<file path="src/rtl/spi_apb_arb.sv">
// -----------------------------------------------------------------------------
// spi_apb_arb
//
// Round-robin APB arbiter. It shares one spi_apb slave port between N_M
// upstream APB masters, such as a CPU and a DMA engine. Each granted
// transaction is re-issued downstream as a clean SETUP/ACCESS pair. The
// response is then routed back to the master that owns the transfer.
//
// Optional feature: define SPI_APB_ARB_LOCK_EN to add the m_lock input.
//   - A master that completes a transfer with m_lock set keeps exclusive
//     ownership. This keeps SPI CS/command sequences atomic.
//   - The lock is released when that master completes a transfer with
//     m_lock low, or when it is idle in IDLE with both m_lock and m_psel low.
//   - Without the macro, every IDLE cycle re-arbitrates.
//
// Parameters
//   N_M  number of upstream masters (2..8)
//   AW   APB address width
//   DW   APB data width
//
// Ports
//   pclk, presetn          clock, asynchronous active-low reset
//   m_paddr/m_pwdata       packed per-master address / write data (i*AW, i*DW)
//   m_psel/m_penable/m_pwrite  per-master APB control
//   m_lock                 per-master lock request (SPI_APB_ARB_LOCK_EN only)
//   m_prdata/m_pready/m_pslverr  per-master response, only the owner sees it
//   s_*                    downstream APB port towards spi_apb
//   grant                  one-hot owner of the downstream transfer, 0 in IDLE
//   busy                   downstream transfer in flight
// -----------------------------------------------------------------------------
module spi_apb_arb #(
    parameter int N_M = 2,
    parameter int AW  = 5,
    parameter int DW  = 32
) (
    input  logic              pclk,
    input  logic              presetn,
    input  logic [N_M*AW-1:0] m_paddr,
    input  logic [N_M*DW-1:0] m_pwdata,
    input  logic [N_M-1:0]    m_psel,
    input  logic [N_M-1:0]    m_penable,
    input  logic [N_M-1:0]    m_pwrite,
`ifdef SPI_APB_ARB_LOCK_EN
    input  logic [N_M-1:0]    m_lock,
`endif
    output logic [N_M*DW-1:0] m_prdata,
    output logic [N_M-1:0]    m_pready,
    output logic [N_M-1:0]    m_pslverr,
    output logic [AW-1:0]     s_paddr,
    output logic [DW-1:0]     s_pwdata,
    output logic              s_psel,
    output logic              s_penable,
    output logic              s_pwrite,
    input  logic [DW-1:0]     s_prdata,
    input  logic              s_pready,
    input  logic              s_pslverr,
    output logic [N_M-1:0]    grant,
    output logic              busy
);

    localparam int LW = (N_M > 1) ? $clog2(N_M) : 1;

    typedef enum logic [1:0] {IDLE, SETUP, ACCESS} state_t;

    state_t        state, state_nx;
    logic [LW-1:0] last;      // previous owner; the scan starts just after it
    logic [LW-1:0] gidx;      // index of the current owner
    logic [LW-1:0] pick;
    logic [N_M-1:0] req;
    logic          req_any;
    logic          done;

    // First requester after lst, wrapping modulo N_M. lst itself is checked last.
    function automatic logic [LW-1:0] rr_pick(input logic [N_M-1:0] r,
                                              input logic [LW-1:0]  lst);
        logic [LW-1:0] sel;
        logic          hit;
        int            idx;
        sel = '0;
        hit = 1'b0;
        for (int k = 1; k <= N_M; k++) begin
            idx = (int'(lst) + k) % N_M;
            if (!hit && r[idx]) begin
                sel = LW'(idx);
                hit = 1'b1;
            end
        end
        return sel;
    endfunction

`ifdef SPI_APB_ARB_LOCK_EN
    logic lock_act;
    logic lock_hold;

    // last is the owner of the most recent transfer, so it is also the lock holder.
    assign lock_hold = lock_act & (m_lock[last] | m_psel[last]);

    always_comb begin
        req = m_psel;
        if (lock_hold) begin
            req       = '0;
            req[last] = m_psel[last];
        end
    end

    always_ff @(posedge pclk or negedge presetn) begin
        if (!presetn) begin
            lock_act <= 1'b0;
        end else if (done) begin
            lock_act <= m_lock[gidx];
        end else if (state == IDLE && !lock_hold) begin
            lock_act <= 1'b0;
        end
    end
`else
    assign req = m_psel;
`endif

    assign req_any   = |req;
    assign pick      = rr_pick(req, last);
    assign done      = (state == ACCESS) && s_pready;
    assign s_psel    = (state != IDLE);
    assign s_penable = (state == ACCESS);
    assign busy      = (state != IDLE);

    always_ff @(posedge pclk or negedge presetn) begin
        if (!presetn) begin
            state <= IDLE;
        end else begin
            state <= state_nx;
        end
    end

    always_comb begin
        state_nx = state;
        case (state)
            IDLE:    if (req_any) state_nx = SETUP;
            SETUP:   state_nx = ACCESS;
            ACCESS:  if (s_pready) state_nx = IDLE;
            default: state_nx = IDLE;
        endcase
    end

    // Capture the winner in IDLE. The captured values then stay stable
    // until the downstream transfer completes.
    always_ff @(posedge pclk or negedge presetn) begin
        if (!presetn) begin
            s_paddr  <= '0;
            s_pwdata <= '0;
            s_pwrite <= 1'b0;
            grant    <= '0;
            gidx     <= '0;
            last     <= LW'(N_M - 1);
        end else if (state == IDLE && req_any) begin
            s_paddr     <= m_paddr[int'(pick)*AW +: AW];
            s_pwdata    <= m_pwdata[int'(pick)*DW +: DW];
            s_pwrite    <= m_pwrite[pick];
            grant       <= '0;
            grant[pick] <= 1'b1;
            gidx        <= pick;
        end else if (done) begin
            grant <= '0;
            last  <= gidx;
        end
    end

    // Route the response to the owner only. If the owner has already dropped
    // psel/penable, the completion is silently discarded.
    always_comb begin
        m_prdata  = '0;
        m_pready  = '0;
        m_pslverr = '0;
        for (int i = 0; i < N_M; i++) begin
            if (grant[i]) begin
                m_prdata[i*DW +: DW] = s_prdata;
                if (done && m_psel[i] && m_penable[i]) begin
                    m_pready[i]  = 1'b1;
                    m_pslverr[i] = s_pslverr;
                end
            end
        end
    end

endmodule

</file>
<file path="config.mk">
export PLATFORM = sky130hd
export DESIGN_NAME = spi_apb_arb
export DESIGN_NICKNAME = d
export VERILOG_FILES = /design/src/rtl/spi_apb_arb.sv
export SDC_FILE = /design/constraint.sdc
export NUM_CORES = 1
export LEC_CHECK = 0
export ABC_AREA = 1
export BUFFER_PORTS_ARGS = -buffer_cell sky130_fd_sc_hd__buf_2
export CORE_AREA = 2 2 87 89
export CTS_BUF_LIST = sky130_fd_sc_hd__clkbuf_4 sky130_fd_sc_hd__clkbuf_8 sky130_fd_sc_hd__clkbuf_16
export DETAILED_ROUTE_END_ITERATION = 8
export DIE_AREA = 0 0 89 91
export PLACE_DENSITY = 0.87
export SYNTH_ARGS = -nofsm -noshare
export SYNTH_HDL_FRONTEND = slang
export SYNTH_SLANG_ARGS = --single-unit
</file>
<file path="constraint.sdc">
create_clock -name pclk -period 2.7 [get_ports pclk]
set_input_delay 0.405 -clock pclk [delete_from_list [all_inputs] [get_ports pclk]]
set_output_delay 0.405 -clock pclk [all_outputs]
set_load 0.05 [all_outputs]
</file>
---- Yosys cells after proc, flatten, opt, wreduce, memory -nomap -nowiden ----
Cells that the tools add are included.
operators by class
  reduce and logical (&&, ||, !) cells .... 15
  order comparisons ....................... 4
  $add $sub $neg .......................... 2
  bitwise logic cells ..................... 3
  equal/unequal tests ..................... 4
  mux-type cells .......................... 28
  multipliers ............................. 1
  shift-type cells ........................ 2
operators with widths
  cell                                                        count
  2-to-1 mux 32 bit                                           2
  indexed part select 64 x 7 -> 32 bit                        1
  2-to-1 mux 1 bit                                            20
  indexed part select 10 x 5 -> 5 bit                         1
  logical AND 1 bit                                           8
  2-to-1 mux 2 bit                                            4
  less-than comparator 2 x 3 -> 1 bit, second input constant  2
  case mux 2 bit (3 select lines)                             1
  multiplier 1 x 3 -> 4 bit, second input constant            1
  AND reduction 2 bit                                         2
  nonzero test 2 bit                                          2
  adder 1 bit, second input constant                          2
  bitwise AND 1 bit, first input constant                     2
  == test 2 x 1 -> 1 bit, second input constant               1
  == test 2 bit, second input constant                        1
  logical NOT 2 bit                                           1
  less-than comparator 1 x 2 -> 1 bit, second input constant  1
  != test 2 x 1 -> 1 bit, second input constant               1
  != test 2 bit, second input constant                        1
  OR reduction 2 bit                                          1
  demux 1 bit (select 1 bit)                                  1
  greater-or-equal comparator 1 bit, second input constant    1
  logical NOT 1 bit                                           1
  inverter 1 bit                                              1
word-level totals
  input bits .............................. 116
  logic and storage cells ................. 66
  flip-flop bits (word level) ............. 44
  output and inout port bits .............. 111

---- Longest topological paths before layout ----
Gate-level depths: netlist (run 1).
  depth in word-level cells ............... 14
  mapped depth ............................ 8
  mapped depth without buffers ............ 6

---- Least setup slack after synthesis (run 1) ----
No wires, ideal clock.
  kind .................................... register -> output
  start ................................... register state[0]
  end ..................................... output m_pslverr[0]
  data required time ...................... 2,295 ps
  path buffers ............................ 0
  stages on the path, launching flop included .. 4
  arrival time ............................ 2,530 ps
  setup slack ............................. -235 ps
  cells stage by stage .................... dfrtp_1 -> nor2_1 -> nand2_1 -> nor3_1
on the way
  word-level cells in the longest chain between the ends .. 6
ends and longest elaborated chain
  item                            line  text
  start, declared                 65    state_t state, state_nx;
  start signal, assigned          130   state <= state_nx;
  == test 2 bit                   n/a
  net s_penable                   52    output logic s_penable,
  logical AND 1 bit               121   assign done = (state == ACCESS) && s_pready;
  logical AND 1 bit (2 in a row)  176   if (done && m_psel[i] && m_penable[i]) begin
  2-to-1 mux 1 bit                176
  2-to-1 mux 1 bit                174   if (grant[i]) begin
  end, declared                   48    output logic [N_M-1:0] m_pslverr,
The timed path passes the listed nets, and every way through them passes these cells.

---- Final worst setup path (run 1) ----
  start ................................... register state[1]
  end ..................................... output m_pslverr[1]
on the way
  word-level cells in the longest chain between the ends .. 6
ends and longest elaborated chain
  item                            line
  == test 2 bit                   121
  logical AND 1 bit               121
  logical AND 1 bit (2 in a row)  176
  2-to-1 mux 1 bit                176
  2-to-1 mux 1 bit                174
No other way between the ends.

==> summary.md, run 1 <==
| Metric | Value |
|---|---|
| First-pass GRT wire length | `13.9 mm` |
| Worst-Skew Late Latency | `0.29 ns` |
| Post-route insts no fill | `770` |
| Ys Warns | `0` |
| Initial antenna violation count | `1` |
| Nets | `a little under 800` |
| DRC | `0` |
| Total Power | `5.31 mW` |
| Synth area leader | `dfrtp_1` |
| Port bufs | `between 200 and 250` |
| Root buffer cell | `clkbuf_8` |
| Status | `complete, no violations` |
| # IOs | `roughly 230` |
| Worst vdd ir | `between 0.5 and 0.6 mV` |
| Post-CTS setup repair buffer count | `0` |
| Mapped Cells | `460` |
| ANT nets after route | `0` |
| Area delta synth->final | `45.4%` |
| Synth top area share | `38.9%` |
| Total global-route track usage | `21.5%` |
| Netlist cell types | `14` |
| Ys async rst share | `100%` |
| Routability congestion estimate | `0.836` |
| Most frequent cell after synthesis | `nand2_1` |
| Cells after DPL | `761` |
| EDFF count, synth | `0` |
| Final Hold Slack | `0.261 ns` |
| PwrDens | `1320 nW/um^2` |
| Pre-antenna DRT Iters | `6` |
| Post-route cell area | `4020 um^2` |
| Post-place setup slack | `0.807 ns` |
| Clk sink count | `44` |
| Crit path time final | `1.99 ns` |
| Syn avg cell area | `6.01 um^2` |
| DIE WIDTH | `89 um` |
| Measured slew at the worst slew-check pin | `0.952 ns` |
| CORE AREA | `7140 um^2` |
| Setup TNS | `0 ns` |
| Die area | `a little over 8000 um^2` |
| Pleak | `2.99 nW` |
| Initial core utilization | `38.7%` |
| Arrival time worst endpoint | `1.59 ns` |
| Register area share after synthesis | `39.9%` |
| Max_cap viols | `0` |
| Number of global-route vias before repair | `3163` |
| Unrepaired setup endpoints after global routing | `false` |
| Largest net degree at the start of global routing | `45` |
| Routed vias/inst | `4.45` |
| CTS clock-pin slew for the worst setup and hold paths | `~0.07 ns` |
| Routed vias | `3423` |
| Drt first-iter violations | `128` |
| Top post-synthesis cells by area | `dfrtp_1 (39%), nand2_1 (36%), inv_1 (9.1%)` |
| Hold Violations, Final | `0` |
| Critical Path RT | `~2.3 ns` |
| Cell row count | `31` |
| Routed wire length | `8.82 mm` |
| Post-layout util | `56.3%` |
| Grt ovf | `0` |
| Fraction of layout cells with a size suffix above 1 | `approximately 36%` |
| # H-tree levels | `2` |
| Fin crit share | `73.7%` |
| CTS tree | `yes` |
| Netlist Area Pre-Place | `2760 um^2` |
| Dominant synthesized flop cell | `dfrtp_1` |
| Fin. max-slew vios | `0` |
| Final setup violation count | `0` |
| Synth cell count leaders | `nand2_1 (264), inv_1 (67), nand3_1 (44)` |
| Hold Crit Class | `in2async` |
| Crit path kind | `reg2out` |
| PnR worst setup slack | `just over 0.7 ns` |
| CTS Buffer Depth | `2` |
| CP max FO | `7` |
| #FFs+latches synth | `between 40 and 50` |
| Area after DPL | `3920 um^2` |
| Fmax | `about 500 MHz` |
| Syn_nets | `around 580` |
| Startpoint Class | `register` |
| Hpwl dp | `6.89 mm` |
| Max-slew headroom | `a little over a third` |
| CP Capture Type | `output port` |
| Num CTS Buffers | `5` |
| Skew final | `0.00708 ns` |
| CTS resizes | `0` |
| Die span in y | `91 um` |
| Routed len/inst | `approximately 11 um` |
| Hold-fix buffers at CTS | `0` |
## critical path, cell delays in order (launching register included)
cell     delay [ns]
dfrtp_1        0.37
inv_1          0.06
nor2_1         0.17
nand2_1        0.22
nor3_1         0.19
buf_2          0.29
## logic make-up (layout without fill, tap and decap cells)
kind of cell / Yosys count / count (layout) / synth area share [%]
DFF: 44 / 44 / 39.9
and+or+nand+nor: 317 / 317 / 45.2
other: 0 / 1 / 0
buffers and inverters: 98 / 308 / 14.6
AOI/OAI and AO/OA: 1 / 1 / 0.317
## routing by layer
layer	routed length, um	track usage, %
met5	0	0
met4	160	7.21
met3	718	4.91
met2	4390	38.1
met1	3550	25.0
## power breakdown
| part | leakage [nW] | internal [mW] | switching, mW |
|---|---|---|---|
| Sequential | 0.547 | 0.976 | 0.175 |
| Clock | 0.0498 | 0.214 | 0.199 |
| Combinational | 2.40 | 0.775 | 2.98 |
## registers in the layout (all words and copies together), names as in the netlist
signal	count
s_pwrite	1
last	1
grant	2
gidx	1
s_paddr	5
s_pwdata	32
state	2
## placed cells by master (no fill, tap or decap)
master and count:
nand2_1 264, buf_2 226, inv_1 67, nand3_1 44, dfrtp_1 43, nor2_1 6
buf_4 6, clkbuf_8 5, clkbuf_4 3, nor3_1 2, diode_2 1, nor2_2 1
o21ai_4 1, inv_2 1, dfstp_2 1
## final cells by class
class / instances / area, um^2
Antenna cell: 1 / 2.50
Clock buffer: 8 / 91.3
Fill cell: 717 / 3120
Inverter: 68 / 255
Multi-Input combinational cell: 318 / 1270
Sequential cell: 44 / 1100
Tap cell: 99 / 124
Timing Repair Buffer: 232 / 1180
## final timing paths
path / start / endpoint / slack (ns) / cells past startpoint
max in group asynchronous: presetn / s_pwdata[21] / 1.84 / 1
min in group pclk: s_pready / last / 0.36 / 3
worst min register to register: last / last / 0.47 / 2
worst max register to register: last / s_paddr[0] / 1.09 / 7
worst max-delay path: state[1] / m_pslverr[1] / 0.71 / 5
worst min-delay path: presetn / s_pwdata[4] / 0.26 / 1
Power figures use the tool's default switching activity.
==> inputs of run 2 (changes only) <==
--- a/config.mk
+++ b/config.mk
@@ -7,11 +7,11 @@
 export LEC_CHECK = 0
 export ABC_AREA = 1
 export BUFFER_PORTS_ARGS = -buffer_cell sky130_fd_sc_hd__buf_2
-export CORE_AREA = 2 2 87 89
+export CORE_MARGIN = 2
+export CORE_UTILIZATION = 36
 export CTS_BUF_LIST = sky130_fd_sc_hd__clkbuf_4 sky130_fd_sc_hd__clkbuf_8 sky130_fd_sc_hd__clkbuf_16
 export DETAILED_ROUTE_END_ITERATION = 8
-export DIE_AREA = 0 0 89 91
-export PLACE_DENSITY = 0.87
+export PLACE_DENSITY = 0.85
 export SYNTH_ARGS = -nofsm -noshare
 export SYNTH_HDL_FRONTEND = slang
 export SYNTH_SLANG_ARGS = --single-unit
==> constraint.sdc (replaced) <==
create_clock -name pclk -period 1.7 [get_ports pclk]
set_input_delay 0.255 -clock pclk [delete_from_list [all_inputs] [get_ports pclk]]
set_output_delay 0.255 -clock pclk [all_outputs]
set_load 0.05 [all_outputs]
==> run 2 against run 1 <==
  * Worst setup slack got worse by 0.63 ns
  * Die area up 3.6%
  * Non-clock buffer count is 7 higher
  * Worst hold slack got worse by 0.027 ns
  * Combinational power grew 62%
  * Register-to-register slack worse by 0.88 ns
  * Global-route usage is 0.63 points lower
  * Sequential power up 59%
  * Critical path type unchanged
  * Critical endpoint is now m_pready[1]
  * Highest routed layer unchanged
==> summary.md, run 2 (same netlist as run 1, synthesis figures left out) <==
| Metric | Value |
|---|---|
| Max-slew headroom | `57.1% (was 36.5%)` |
| Routability congestion estimate | `0.871 (was 0.836)` |
| Area delta synth->final | `51.3% (was 45.4%)` |
| Max_cap viols | `0 (unchanged)` |
| Pre-antenna DRT Iters | `5 (was 6)` |
| Initial antenna violation count | `1 (unchanged)` |
| Most frequent cells in the layout | `nand2_1 (263), buf_2 (224), inv_1 (67) (was nand2_1 (264), buf_2 (226), inv_1 (67))` |
| Reg with most FFs | `s_pwdata (unchanged)` |
| Clk sink count | `44 (unchanged)` |
| Fin. max-slew vios | `0 (unchanged)` |
| Hold Crit Class | `in2reg (was in2async)` |
| Final setup violation count | `0 (unchanged)` |
| Die span in y | `91.6 um (was 91 um)` |
| Measured slew at the worst slew-check pin | `0.643 ns (was 0.952 ns)` |
| Cells after DPL | `766 (was 761)` |
| Post-route cell area | `4180 um^2 (was 4020 um^2)` |
| # IOs | `227 (unchanged)` |
| Drt first-iter violations | `132 (was 128)` |
| Pleak | `3.06 nW (was 2.99 nW)` |
| Status | `complete, no violations (unchanged)` |
| Total global-route track usage | `20.8% (was 21.5%)` |
| Area after DPL | `4030 um^2 (was 3920 um^2)` |
| Fin crit share | `between 90 and 100%` |
| Crit path time final | `1.63 ns` |
| Skew final | `0.00598 ns (was 0.00708 ns)` |
| CP Capture Type | `output port (unchanged)` |
| # H-tree levels | `2 (unchanged)` |
| DIE WIDTH | `91.6 um (was 89 um)` |
| Worst-Skew Late Latency | `0.29 ns (about the same)` |
| Critical Path RT | `1.44 ns (was 2.30 ns)` |
| CTS tree | `yes (unchanged)` |
| Arrival time worst endpoint | `1.37 ns (was 1.59 ns)` |
| Commonest non-fill, non-tap cell in the layout | `nand2_1 (unchanged)` |
| Total Power | `8.70 mW (was 5.31 mW)` |
| CTS clock-pin slew for the worst setup and hold paths | `0.07 ns (about the same)` |
| Grt ovf | `0 (unchanged)` |
| Root buffer cell | `clkbuf_8 (unchanged)` |
| Max FFs per register | `32 (unchanged)` |
| Post-place setup slack | `0.215 ns (was 0.807 ns)` |
| Setup TNS | `0 ns (unchanged)` |
| Routed vias | `3455 (was 3423)` |
| Fmax | `615 MHz` |
| Num CTS Buffers | `5 (unchanged)` |
| Die area | `8390 um^2 (was 8100 um^2)` |
| Routed len/inst | `11.5 um (about the same)` |
| Number of global-route vias before repair | `3124 (was 3163)` |
| ANT nets after route | `0 (unchanged)` |
| CTS Buffer Depth | `2 (unchanged)` |
| PwrDens | `2080 nW/um^2 (was 1320 nW/um^2)` |
| Fraction of layout cells with a size suffix above 1 | `38.3% (was 36.4%)` |
| Worst vdd ir | `0.902 mV (was 0.525 mV)` |
| Unrepaired setup endpoints after global routing | `false (unchanged)` |
| Cell row count | `31 (unchanged)` |
| Largest net degree at the start of global routing | `42 (was 45)` |
| Startpoint Class | `register (unchanged)` |
| Post-route insts no fill | `777 (was 770)` |
| CORE AREA | `7330 um^2 (was 7140 um^2)` |
| Crit path kind | `reg2out (unchanged)` |
| Port bufs | `226 (unchanged)` |
| Multi-input gate area | `1320 um^2 (was 1270 um^2)` |
| Hold Violations, Final | `0 (unchanged)` |
| Top Registers | `s_pwdata: 32 flops, s_paddr: 5 flops (unchanged)` |
| Hpwl dp | `7.17 mm (was 6.89 mm)` |
| PnR worst setup slack | `0.0749 ns (was 0.710 ns)` |
| DRC | `0 (unchanged)` |
| Routed wire length | `8.96 mm (was 8.82 mm)` |
| Register Area | `1110 um^2 (was 1100 um^2)` |
| First-pass GRT wire length | `14.2 mm (was 13.9 mm)` |
| Initial core utilization | `37.7% (was 38.7%)` |
| Filler cells | `705 (was 717)` |
| Routed vias/inst | `4.45 (about the same)` |
| CP max FO | `7 (unchanged)` |
| Nets | `792 (was 785)` |
==> run 2: cell types whose count changed in the layout (fill, tap and decap cells not counted), moves of 2 or more <==
cell / previous run / this run
buf_2: 226 / 224
buf_4: 6 / 9
buf_6: 0 / 4
clkbuf_4: 3 / 1
dfrtp_1: 43 / 40
dfrtp_2: 0 / 3
nor2_1: 6 / 3
nor2_4: 0 / 3
nor3_1: 2 / 0
nor3_4: 0 / 2
==> run 2: worst max-delay path, stage by stage (launching register included) <==
cell and delay, ns:
dfrtp_2 0.44, nor2_4 0.16, nand2_4 0.13, nor2_4 0.09, buf_2 0.27
==> run 2: final timing paths <==
check / to / depth (start not counted) / start / slack (ns)
worst max-delay path: m_pready[1] / 4 / state[0] / 0.07
worst min-delay path: last / 3 / s_pready / 0.23
worst max register to register: s_pwdata[15] / 5 / state[0] / 0.21
worst min register to register: last / 2 / last / 0.47
max in group asynchronous: s_pwdata[17] / 3 / presetn / 0.74
min in group asynchronous: s_paddr[3] / 2 / presetn / 0.46
==> run 2: final cells by class <==
class / count / area share [%]
multi-input cells: 318 / 31.5
repair buffers: 239 / 30.2
flip-flops and latches: 44 / 26.5
inverters: 68 / 6.10
well taps: 99 / 2.96
clock buffers: 6 / 1.83
clock inverters: 2 / 0.838
diodes: 1 / 0.0598
==> run 2: layer usage <==
metal  share of wire (%)  GRT usage [%]  vias up  routed length [um]
met3                 7.6           4.44       19                 678
met4                 2.1           5.93        0                 187
met2                  53           40.9      156                4750
met5                   0              0        -                   0
li1                    -              -     1769                   -
met1                  37           22.1     1511                3340
==> run 2: per-stage QoR <==
| stage | util (%) | hold WS (ns) |
|---|---|---|
| floorplan | - | -0.0406 |
| global placement | 55.0 | 0.230 |
| detailed placement | 55.0 | 0.244 |
| CTS | 56.7 | 0.226 |
| global route | 57.0 | 0.249 |
| finish | 57.0 | 0.234 |
==> run 2: power by group <==
group / internal, mW / leakage, nW / switching, mW
logic: 1.30 / 2.46 / 4.78
clock network: 0.452 / 0.0586 / 0.338
registers: 1.56 / 0.543 / 0.275
total: 3.31 / 3.06 / 5.39
==> run 2: repair_timing <==
| action | 4_1_cts | 5_1_grt |
|---|---|---|
| buffers inserted | 0 | 1 |
| hold buffers | 1 | 0 |
| setup endpoints to repair | 2 | 24 |
| resized for setup | 3 | 4 |
| pin swaps | 0 | 3 |
| hold endpoints to repair | 18 | 0 |
| gates cloned | 0 | 0 |
==> inputs of run 3 (changes only) <==
--- a/config.mk
+++ b/config.mk
@@ -7,9 +7,12 @@
 export LEC_CHECK = 0
 export ABC_AREA = 1
 export BUFFER_PORTS_ARGS = -buffer_cell sky130_fd_sc_hd__buf_2
+export CELL_PAD_IN_SITES_DETAIL_PLACEMENT = 0
+export CELL_PAD_IN_SITES_GLOBAL_PLACEMENT = 1
 export CORE_MARGIN = 2
-export CORE_UTILIZATION = 36
+export CORE_UTILIZATION = 22
 export CTS_BUF_LIST = sky130_fd_sc_hd__clkbuf_4 sky130_fd_sc_hd__clkbuf_8 sky130_fd_sc_hd__clkbuf_16
+export CTS_CLUSTER_SIZE = 10
 export DETAILED_ROUTE_END_ITERATION = 8
 export PLACE_DENSITY = 0.85
 export SYNTH_ARGS = -nofsm -noshare
==> run 3 against run 2 <==
  * Flip-flop and latch count stayed put
  * Non-clock buffer count increased by 2
  * Clock skew decreased by 0.0032 ns
  * First-iteration DRC count increased by 12%
  * Global-route usage decreased by 6.6 points
  * Cell area grew 4.5%
  * Power grew 4.0%
  * Cell count is 9.3% higher
  * Maximum frequency is 0.62% higher
==> summary.md, run 3 (same netlist as run 1, synthesis figures left out) <==
| Metric | Value |
|---|---|
| Measured slew at the worst slew-check pin | `0.549 ns (was 0.643 ns)` |
| Unrepaired setup endpoints after global routing | `false (unchanged)` |
| Fmax | `619 MHz (was 615 MHz)` |
| Area delta synth->final | `58.0% (was 51.3%)` |
| Top sig layer | `met4 (unchanged)` |
| Routed vias | `3372 (was 3455)` |
| Arrival time worst endpoint | `1.36 ns (was 1.37 ns)` |
| Drt first-iter violations | `148 (was 132)` |
| First-pass GRT wire length | `14.9 mm (was 14.2 mm)` |
| Num CTS Buffers | `5 (unchanged)` |
| Startpoint Class | `register (unchanged)` |
| CP Capture Type | `output port (unchanged)` |
| Grt ovf | `0 (unchanged)` |
| Initial core utilization | `22.7% (was 37.7%)` |
| FF-to-FF Start | `state[0] (unchanged)` |
| Initial antenna violation count | `3 (was 1)` |
| Fraction of layout cells with a size suffix above 1 | `38.2% (was 38.3%)` |
| Final setup violation count | `0 (unchanged)` |
| Setup TNS | `0 ns (unchanged)` |
| Routed vias/inst | `3.97 (was 4.45)` |
| Commonest non-fill, non-tap cell in the layout | `nand2_1 (unchanged)` |
| Pleak | `3.10 nW (was 3.06 nW)` |
| PwrDens | `2070 nW/um^2 (was 2080 nW/um^2)` |
| Cell row count | `40 (was 31)` |
| CP startpoint | `state[0] (unchanged)` |
| Number of global-route vias before repair | `3053 (was 3124)` |
| CTS tree | `yes (unchanged)` |
| DIE WIDTH | `116 um (was 91.6 um)` |
| Crit path kind | `reg2out (unchanged)` |
| Final Hold Slack | `0.227 ns (was 0.234 ns)` |
| Worst-Skew Late Latency | `0.29 ns (about the same)` |
| Status | `complete, no violations (unchanged)` |
| Die span in y | `116 um (was 91.6 um)` |
| Die area | `13500 um^2 (was 8390 um^2)` |
| # IOs | `227 (unchanged)` |
| CTS clock-pin slew for the worst setup and hold paths | `0.06 ns (was 0.07 ns)` |
| ANT nets after route | `0 (unchanged)` |
| Hpwl dp | `7.86 mm (was 7.17 mm)` |
| Routed met3 length | `846 um (was 678 um)` |
| Worst vdd ir | `0.780 mV (was 0.902 mV)` |
| Crit path time final | `1.62 ns (was 1.63 ns)` |
| Total global-route track usage | `14.3% (was 20.8%)` |
| Largest net degree at the start of global routing | `34 (was 42)` |
| Hold Startpoint | `s_pready (unchanged)` |
| # H-tree levels | `2 (unchanged)` |
| Reg with most FFs | `s_pwdata (unchanged)` |
| Fin crit share | `95.0% (was 95.6%)` |
| Max FFs per register | `32 (unchanged)` |
| Total Power | `9.05 mW (was 8.70 mW)` |
| DRC | `0 (unchanged)` |
| Port bufs | `226 (unchanged)` |
| Pre-antenna DRT Iters | `4 (was 5)` |
| Hold Crit Class | `in2reg (unchanged)` |
| Nets | `794 (was 792)` |
| Hold Violations, Final | `0 (unchanged)` |
| Max-slew headroom | `63.4% (was 57.1%)` |
| CP max FO | `7 (unchanged)` |
| Fin. max-slew vios | `0 (unchanged)` |
| Clk sink count | `44 (unchanged)` |
| Top Registers | `s_pwdata: 32 flops, s_paddr: 5 flops (unchanged)` |
| Routability congestion estimate | `0.708 (was 0.871)` |
| Max_cap viols | `0 (unchanged)` |
| Critical Path RT | `1.44 ns (about the same)` |
| WL met2 | `4.66 mm (was 4.75 mm)` |
| CTS Buffer Depth | `2 (unchanged)` |
| CORE AREA | `12200 um^2 (was 7330 um^2)` |
| Root buffer cell | `clkbuf_16 (was clkbuf_8)` |
| Skew final | `0.00282 ns (was 0.00598 ns)` |
| Routed met1 length | `4.07 mm (was 3.34 mm)` |
| Routed len/inst | `11.4 um (was 11.5 um)` |
| Most frequent cells in the layout | `nand2_1 (263), buf_2 (222), inv_1 (67) (was nand2_1 (263), buf_2 (224), inv_1 (67))` |
| Routed wire length | `9.68 mm (was 8.96 mm)` |
## run 3: cell count changes in the layout (fill, tap and decap cells not counted), sizes merged
cell    delta
clkinv     -1
bufinv     -1
diode      +2
clkbuf     +2
buf        +1
## run 3: cell type report
cell class | instances | area (um^2)
repair buffers | 241 | 1320
flip-flops and latches | 44 | 1100
inverters | 68 | 255
fillers | 1374 | 7790
multi-input cells | 318 | 1320
clock buffers | 7 | 153
diodes | 3 | 7.51
well taps | 168 | 210
## run 3: final timing paths
kind / endpoint / slack (ns) / depth (start not counted)
setup / recovery: m_pslverr[0] / 0.08 / 4
hold / removal: last / 0.23 / 3
setup reg to reg: s_pwdata[12] / 0.38 / 6
hold reg to reg: s_pwdata[30] / 0.47 / 2
max in group asynchronous: s_pwdata[26] / 0.69 / 3
min in group asynchronous: s_pwdata[6] / 0.50 / 2
## run 3: power by group
part / internal, mW / leakage (nW) / switching, mW
combinational: 1.38 / 2.48 / 4.82
clock: 0.617 / 0.0760 / 0.393
sequential: 1.56 / 0.545 / 0.281
## run 3: critical path, cell delays in order, from the launching register on
cell and delay, ns:
dfrtp_1 0.43, nor2_4 0.17, nand2_4 0.13, nor3_4 0.18
buf_12 0.16
## run 3: per-stage QoR
step | instance area, um^2 | worst slack, ns | cells | util, %
after floorplan | 2820 | 0.00520 | 460 | -
after global placement | 4190 | 0.336 | 838 | 34.5
after detailed placement | 4190 | 0.336 | 838 | 34.5
after CTS | 4360 | 0.0126 | 846 | 35.8
after global routing | 4370 | 0.0128 | 848 | 35.9
final | 4370 | 0.0849 | 849 | 35.9
## run 3: repair_timing
action,4_1_cts,5_1_grt
endpoints found under the setup margin,0,3
setup buffers,0,0
hold endpoints to repair,19,0
resized for setup,0,3
hold buffers,1,0
## run 3: per-layer routing
layer	vias up	global-route usage, %
met3	7	4.08
met2	154	25.7
met1	1440	16.7
li1	1771	-
met5	-	0
met4	0	3.57
